File: src/rtl/cpu_pkg.sv
// Shared core definitions: requester indices, memory arbiter state and default bus widths.
package cpu_pkg;

    localparam int unsigned REQ_DATA  = 0;
    localparam int unsigned REQ_FETCH = 1;
    localparam int unsigned REQ_DBG   = 2;

    localparam int unsigned CPU_AW = 8;
    localparam int unsigned CPU_DW = 8;

    typedef enum logic {
        ARB_IDLE   = 1'b0,
        ARB_LOCKED = 1'b1
    } arb_state_t;

endpackage

File: src/rtl/rr_pick.sv
// Rotating-start priority picker: the first requester at or after start (wrapping) wins.
module rr_pick #(
    parameter int unsigned N  = 3,
    parameter int unsigned IW = 2
) (
    input  logic [N-1:0]  req,
    input  logic [IW-1:0] start,
    output logic [N-1:0]  pick_oh,
    output logic [IW-1:0] pick_idx,
    output logic          pick_valid
);

    logic [IW-1:0] cand;

    always_comb begin
        pick_oh    = '0;
        pick_idx   = '0;
        pick_valid = 1'b0;
        cand       = '0;
        for (int unsigned i = 0; i < N; i++) begin
            cand = IW'((32'(start) + i) % N);
            if (!pick_valid && req[cand]) begin
                pick_valid    = 1'b1;
                pick_idx      = cand;
                pick_oh[cand] = 1'b1;
            end
        end
    end

endmodule

File: src/rtl/mem_arbiter.sv
// Arbiter for the single synchronous memory port, with bounded locked multi-beat sequences.
// Define ARB_ROUND_ROBIN_EN for round-robin; otherwise fixed priority (data > fetch > debug).
module mem_arbiter
    import cpu_pkg::*;
#(
    parameter int unsigned NREQ     = 3,
    parameter int unsigned AW       = CPU_AW,
    parameter int unsigned DW       = CPU_DW,
    parameter int unsigned MAX_LOCK = 8
) (
    input  logic               clk,
    input  logic               rst,
    input  logic [NREQ-1:0]    req,
    input  logic [NREQ-1:0]    we,
    input  logic [NREQ-1:0]    lock,
    input  logic [NREQ*AW-1:0] addr,
    input  logic [NREQ*DW-1:0] wdata,
    output logic [NREQ-1:0]    gnt,
    output logic [NREQ-1:0]    rvalid,
    output logic [DW-1:0]      rdata,
    output logic               lock_err,
    output logic               mem_en,
    output logic               mem_we,
    output logic [AW-1:0]      mem_addr,
    output logic [DW-1:0]      mem_wdata,
    input  logic [DW-1:0]      mem_rdata
);

    localparam int unsigned IW = (NREQ > 1) ? $clog2(NREQ) : 1;
    localparam int unsigned CW = $clog2(MAX_LOCK + 1);

    arb_state_t    state;
    logic [IW-1:0] owner;
    logic [CW-1:0] lock_cnt;
    logic [CW-1:0] beat_cnt;
    logic [IW-1:0] start;
    logic [IW-1:0] win;
    logic [IW-1:0] pick_idx;
    logic [NREQ-1:0] pick_oh;
    logic          pick_valid;
    logic          grant;
    logic          at_max;

    rr_pick #(
        .N  (NREQ),
        .IW (IW)
    ) u_pick (
        .req        (req),
        .start      (start),
        .pick_oh    (pick_oh),
        .pick_idx   (pick_idx),
        .pick_valid (pick_valid)
    );

    // While locked only the owner can win; reset silences the port immediately.
    always_comb begin
        grant = 1'b0;
        win   = pick_idx;
        gnt   = '0;
        if (state == ARB_IDLE) begin
            grant = pick_valid;
            gnt   = pick_oh;
        end else begin
            win   = owner;
            grant = req[owner];
            gnt   = req[owner] ? (NREQ'(1) << owner) : '0;
        end
        if (!rst) begin
            grant = 1'b0;
            gnt   = '0;
        end
    end

    always_comb begin
        mem_en    = grant;
        mem_we    = grant & we[win];
        mem_addr  = grant ? addr[win*AW +: AW] : '0;
        mem_wdata = grant ? wdata[win*DW +: DW] : '0;
    end

    assign rdata = mem_rdata;

    // Beat count including the current beat, saturating at MAX_LOCK.
    assign beat_cnt = (state == ARB_IDLE)           ? CW'(1) :
                      (lock_cnt == CW'(MAX_LOCK))   ? lock_cnt :
                                                      lock_cnt + CW'(1);
    assign at_max   = (beat_cnt == CW'(MAX_LOCK));

    always_ff @(posedge clk or negedge rst) begin
        if (!rst) begin
            state    <= ARB_IDLE;
            owner    <= '0;
            lock_cnt <= '0;
            rvalid   <= '0;
            lock_err <= 1'b0;
        end else begin
            rvalid   <= (grant && !we[win]) ? gnt : '0;
            lock_err <= 1'b0;
            case (state)
                ARB_IDLE: begin
                    if (grant && lock[win]) begin
                        owner    <= win;
                        lock_cnt <= CW'(1);
                        if (at_max) begin
                            lock_err <= 1'b1;
                        end else begin
                            state <= ARB_LOCKED;
                        end
                    end
                end
                ARB_LOCKED: begin
                    if (!grant) begin
                        state <= ARB_IDLE;
                    end else begin
                        lock_cnt <= beat_cnt;
                        if (at_max) begin
                            state    <= ARB_IDLE;
                            lock_err <= lock[win];
                        end else if (!lock[win]) begin
                            state <= ARB_IDLE;
                        end
                    end
                end
            endcase
        end
    end

`ifdef ARB_ROUND_ROBIN_EN
    logic [IW-1:0] rr_ptr;

    function automatic logic [IW-1:0] idx_inc(input logic [IW-1:0] i);
        return (32'(i) == NREQ - 1) ? '0 : i + IW'(1);
    endfunction

    // Pointer moves past every idle-state winner and past an owner whose lock timed out.
    always_ff @(posedge clk or negedge rst) begin
        if (!rst) begin
            rr_ptr <= '0;
        end else if (grant && (state == ARB_IDLE || at_max)) begin
            rr_ptr <= idx_inc(win);
        end
    end

    assign start = rr_ptr;
`else
    assign start = IW'(REQ_DATA);
`endif

endmodule

File: config.mk
export PLATFORM = sky130hd
export DESIGN_NAME = mem_arbiter
export DESIGN_NICKNAME = d
export VERILOG_FILES = /design/src/rtl/cpu_pkg.sv /design/src/rtl/rr_pick.sv /design/src/rtl/mem_arbiter.sv
export SDC_FILE = /design/constraint.sdc
export NUM_CORES = 1
export LEC_CHECK = 0
export CELL_PAD_IN_SITES_DETAIL_PLACEMENT = 1
export CELL_PAD_IN_SITES_GLOBAL_PLACEMENT = 2
export CORE_MARGIN = 8
export CORE_UTILIZATION = 19
export CTS_CLUSTER_DIAMETER = 150
export DETAILED_ROUTE_END_ITERATION = 7
export GPL_ROUTABILITY_DRIVEN = 0
export PLACE_DENSITY = 0.95
export RECOVER_POWER = 50
export SYNTH_ARGS = -nofsm -noshare
export SYNTH_HDL_FRONTEND = slang
export SYNTH_SLANG_ARGS = --single-unit
File: constraint.sdc
create_clock -name clk -period 3.2 [get_ports clk]
set_input_delay 0.32 -clock clk [delete_from_list [all_inputs] [get_ports clk]]
set_output_delay 0.32 -clock clk [all_outputs]
set_load 0.02 [all_outputs]
After elaboration in Yosys (flattened, before gate mapping). Cells that the tools add are included.

Bits in registers: 11. Latch bits: 0. Bits in writable memories: 0. Memory bits (read-only): 0. Input bits: 67. Output and inout bits: 33. Word-level logic and storage cells: 65. Memories kept: 0.

Add/sub/neg operators: 1. Multiply operators: 0. Div/mod/pow operators: 0. $lt $le $gt $ge: 2. Equal/unequal tests: 4. Shift-type cells: 3. Mux-type cells: 39. Bitwise logic cells: 2. Reductions and logical operators: 9.

Operator list (count): 24-bit by 6-bit variable part select with 8-bit output (2); 1-bit 2-to-1 mux (19); 4-bit 2-to-1 mux (4); 8-bit 2-to-1 mux (2); 3-bit 2-to-1 mux (5); 4-bit equality test (second input constant) (2); 4-bit one-hot mux with 2 select lines (1); 1-bit binary-select mux with 2-bit select (3); 2-bit by 3-bit less-than comparator with 1-bit output (second input constant) (2); 2-bit 2-to-1 mux (3); 4-bit by 1-bit adder with 4-bit output (second input constant) (1); 1-bit logical AND (4); 2-bit by 1-bit != test with 1-bit output (second input constant) (2); 1-bit one-hot mux with 2 select lines (2); 2-bit AND reduction (2); 1-bit logical NOT (3); 1-bit by 2-bit << shifter with 3-bit output (first input constant) (1); 1-bit AND (1); 1-bit inverter (1).

Longest topological paths before layout.
Word-level depth: 14. Depth in mapped cells: 9. Gate-level depth less buffers: 7.

Cells and area by module. From an unflattened synthesis, not the netlist that was laid out.

Cell total of the unflattened synthesis: 211. Area, all modules: 1554.0 µm².

Modules (own cells, without submodules): mem_arbiter (instances 1, cells an instance 158, area each 1206.2 µm², seq. area each 275.3 µm²); rr_pick (instances 1, cells an instance 53, area each 347.8 µm², seq. area each 0.0 µm²).

Least setup slack after synthesis. Ideal clock, no wire load.

Kind: register to output. Start: register state. End: output port mem_addr[4]. Data arrival time: 1718 ps. Required time: 2880 ps. Slack: 1162 ps. Cell stages (with the launch flop): 8. Buffers on the path: 3. Cells stage by stage: dfrtp_1 > buf_6 > inv_4 > mux2_4 > buf_12 > buf_1 > a2bb2oi_1 > nor2_1.

Longest elaborated chain between the ends: 3. Elaborated cells on any way between the ends: 5. Those cells by class: shift: 1; mux: 4.

RTL lines: from (decl) (line mem_arbiter.sv:32) `arb_state_t state;`; from (signal assigned) (line mem_arbiter.sv:91) `state <= ARB_IDLE;`; from (signal assigned) (line mem_arbiter.sv:107) `state <= ARB_LOCKED;`; from (signal assigned) (line mem_arbiter.sv:113) `state <= ARB_IDLE;`; 2-bit 2-to-1 mux / 1-bit 2-to-1 mux (equally long branches) (line mem_arbiter.sv:60) `if (state == ARB_IDLE) begin`; 24-bit by 6-bit variable part select with 8-bit output / 1-bit 2-to-1 mux (equally long branches) (line mem_arbiter.sv:77, mem_arbiter.sv:68); 8-bit 2-to-1 mux (*) (line mem_arbiter.sv:77) `mem_addr = grant ? addr[win*AW +: AW] : '0;`; to (decl) (line mem_arbiter.sv:24) `output logic [AW-1:0] mem_addr,`.

Every way passes the cells marked *; elsewhere a longest branch is shown, timed or not.

Final worst setup path.
Start: input port req[0]. End: output port mem_we.

Longest elaborated chain between the ends: 11. Elaborated cells on any way between the ends: 17. Those cells by class: mux: 12; bitwise: 1; reduce/logical: 4.

RTL lines: from (decl) (line mem_arbiter.sv:13) `input logic [NREQ-1:0] req,`; 1-bit 2-to-1 mux (line rr_pick.sv:22) `if (!pick_valid && req[cand]) begin`; 1-bit logical NOT (line rr_pick.sv:22); 1-bit logical AND (line rr_pick.sv:22); 1-bit 2-to-1 mux (line rr_pick.sv:22); 1-bit logical NOT (line rr_pick.sv:22); 1-bit logical AND (line rr_pick.sv:22); 2-bit 2-to-1 mux (line rr_pick.sv:22); 2-bit 2-to-1 mux (line mem_arbiter.sv:60); 1-bit binary-select mux with 2-bit select (line mem_arbiter.sv:76) `mem_we = grant & we[win];`; 1-bit 2-to-1 mux (implied by the code) (line mem_arbiter.sv:76); 1-bit AND (*) (line mem_arbiter.sv:76); to (decl) (line mem_arbiter.sv:23) `output logic mem_we,`.

Every way passes the cells marked *; elsewhere a longest branch is shown, timed or not. The select of a mux whose other input is x is not followed.

==> impl_metrics.ini <==
[status]
status = completed

[route]
drtIter0Drc = 17
wl_per_cell_um = 16.0
drc = 0
drt_wl_total_um = 4740
ant_nets = 0
post_drt_via_cell_ratio = 4.59
firstDrtPassIters = 4
num_vias = 1362

[yosys]
synth_cells = 141
ys_types = 39
synth_area_um2 = 1320
synth-seq-cells = 11
ys_seq_area_frac = 0.208
synth_edf_count = 0
async_reset_ff_frac = 1.00
yosys_warnings = 0
syn_avg_cell_area_um2 = 9.39
synthFlopType = dfrtp_1
syn_nets = 210

[min_path]
hold_class = reg -> reg

[critical_path]
crit_fanout = 7
worst_ep_required_time_ns = 2.88
critical_path_class = in -> out
critPathLaunchType = input pin
cp.arrival_ns = 2.68
end_kind = output port

[floorplan]
coreArea_um2 = 6760
die_w_um = 99.5
die_y_um = 99.5
design.die.area_um2 = 9890
initial_utilization = 0.196
ioPinCount = 100
rows = 30

[timing]
fin_skew_ns = 0.00351
maxSlewViolCount = 0
setup_violations = 0
tightest_slew_ns = 0.755
relSlewSlack = 0.496
finalCriticalPeriod_ns = 3.00
final-hold-violation-count = 0
fin_crit_sh = 0.937
fmaxAchievable_mhz = 334
rsz0062_at_grt = no

[cells_and_area]
area_delta_synth_final_pct = 69.4
final_cells = 297
nets = 287
n_antenna_cell = 0
final_util = 0.332
drive_gt1_frac = 0.161

[placed_design]
port_buffers = 83
hpwlAfterDp_um = 4020
dp_cells = 293

[clocking]
cts_buffers = 3
numClockSinks = 11
hold_buffers = 0
clk_latency_ns = 0.24
ctsHtreeMaxLevel = 1
clkTransAtPathRegs_ns = 0.05
cts_tree = yes
clock_path_buffers = 2
cts_root_buf = clkbuf_8

[global_route]
grt_pass1_wl_um = 7600
first_global_vias = 1584
grt_start_max_net_pins = 17
grt_overflow_total = 0
grt_use_total = 0.0959
antenna_found_initial = 0

[run]
drv_cap = 0

[power_and_ir_drop]
leakage_nw = 1.02
p_per_area_nw_per_um2 = 324
ir_drop_mv = 0.115
-- logic make-up after synthesis --
group	count (synthesis)	share of synthesized area
buffers and inverters	23	0.141
adder cells (fa/ha/maj)	2	0.0189
XOR/XNOR	2	0.0132
AND/OR/NAND/NOR	49	0.200
multiplexers	22	0.183
AO/OA/AOI/OAI	32	0.235
flip-flops	11	0.208
-- routing by layer --
layer	GRT usage	vias to the layer above	share of wire
met4	0.0221	0	0.0076
li1	-	651	-
met3	0.0433	6	0.098
met1	0.0891	654	0.36
met5	0	-	0
met2	0.185	51	0.54
-- flip-flops by register name (all words and copies together) (netlist names) --
signal	flops
lock_cnt	4
lock_err	1
owner	2
rvalid	3
state	1
-- cells in the mapped netlist (all sizes together), types with 2 or more instances --
| cell type | n | area [um2] |
|---|---|---|
| ha | 2 | 25.0 |
| mux2 | 2 | 30.0 |
| buf | 16 | 156 |
| nor2 | 20 | 95.1 |
| o31ai | 3 | 36.3 |
| and3 | 2 | 12.5 |
| nand3 | 4 | 20.0 |
| dfrtp | 11 | 275 |
| mux2i | 20 | 213 |
| o22ai | 3 | 18.8 |
| o21ai | 5 | 25.0 |
| a2bb2oi | 17 | 199 |
| nor2b | 4 | 27.5 |
| nand2 | 11 | 48.8 |
| inv | 6 | 25.0 |
| nand2b | 2 | 12.5 |
| nand3b | 2 | 15.0 |
-- through the flow --
stage	hold WS (ns)	area, um2	setup TNS, ns	setup WS (ns)	total power (W)
3_5_place_dp	0.579	2170	-0.251	-0.0442	0.000596
4_1_cts	0.478	2220	0	0.0244	0.000746
6_report	0.579	2240	0	0.202	0.000727
5_1_grt	0.602	2240	0	0.0109	0.000776
2_1_floorplan	0.0244	1320	0	1.16	0.000439
3_3_place_gp	0.561	2170	0	0.0230	0.000587
-- critical path, stage by stage --
cell and delay (ns):
clkdlybuf4s50_1 0.54, or4b_4 0.59, o21ai_0 0.19, nand2_1 0.09, o21ai_1 0.18, and2_1 0.17, clkdlybuf4s50_1 0.60
-- what timing repair did --
item / 4_1_cts / 5_1_grt
setup buffers: 0 / 0
resized for setup: 1 / 11
endpoints found under the setup margin: 13 / 11
-- power by group --
group	total, W	internal (W)	leakage, nW	switching, W
clock network	0.000144	0.0000860	0.0255	0.0000583
logic	0.000409	0.000224	0.847	0.000185
registers	0.000174	0.000153	0.145	0.0000213
total	0.000727	0.000463	1.02	0.000264
-- layout make-up --
class | count | area (um2)
Clock buffer | 3 | 41.3
Sequential cell | 11 | 275
Timing Repair Buffer | 89 | 922
Multi-Input combinational cell | 107 | 873
Fill cell | 805 | 4510
Tap cell | 80 | 100
Clock inverter | 1 | 5.00
Inverter | 6 | 25.0
-- cell usage in the layout (no fill, tap or decap), types with 3 or more instances in the layout --
| master | n |
|---|---|
| o21ai_0 | 4 |
| nand3_1 | 4 |
| dfrtp_1 | 11 |
| buf_4 | 3 |
| nand2_1 | 10 |
| dlymetal6s2s_1 | 10 |
| mux2i_1 | 19 |
| a2bb2oi_1 | 9 |
| nor2_2 | 8 |
| nor2_1 | 12 |
| a2bb2oi_2 | 8 |
| clkdlybuf4s50_1 | 68 |
| inv_1 | 5 |
| o22ai_1 | 3 |
| clkbuf_8 | 3 |
| dlygate4sd3_1 | 5 |
-- path summary, 6_finish.rpt --
check | end | slack (ns) | from | cells after the start
worst min register to register | lock_cnt[3]$_DFFE_PN0P_ | 0.58 | lock_cnt[3]$_DFFE_PN0P_ | 2
worst max-delay path | mem_we | 0.20 | req[0] | 7
max in group asynchronous | rvalid[0]$_DFF_PN0_ | 1.99 | rst | 2
worst max register to register | owner[0]$_DFFE_PN0P_ | 0.94 | state$_DFF_PN0_ | 6
min in group asynchronous | lock_cnt[3]$_DFFE_PN0P_ | 0.74 | rst | 2
worst min-delay path | lock_cnt[3]$_DFFE_PN0P_ | 0.58 | lock_cnt[3]$_DFFE_PN0P_ | 2
(Power assumes the default switching activity.)
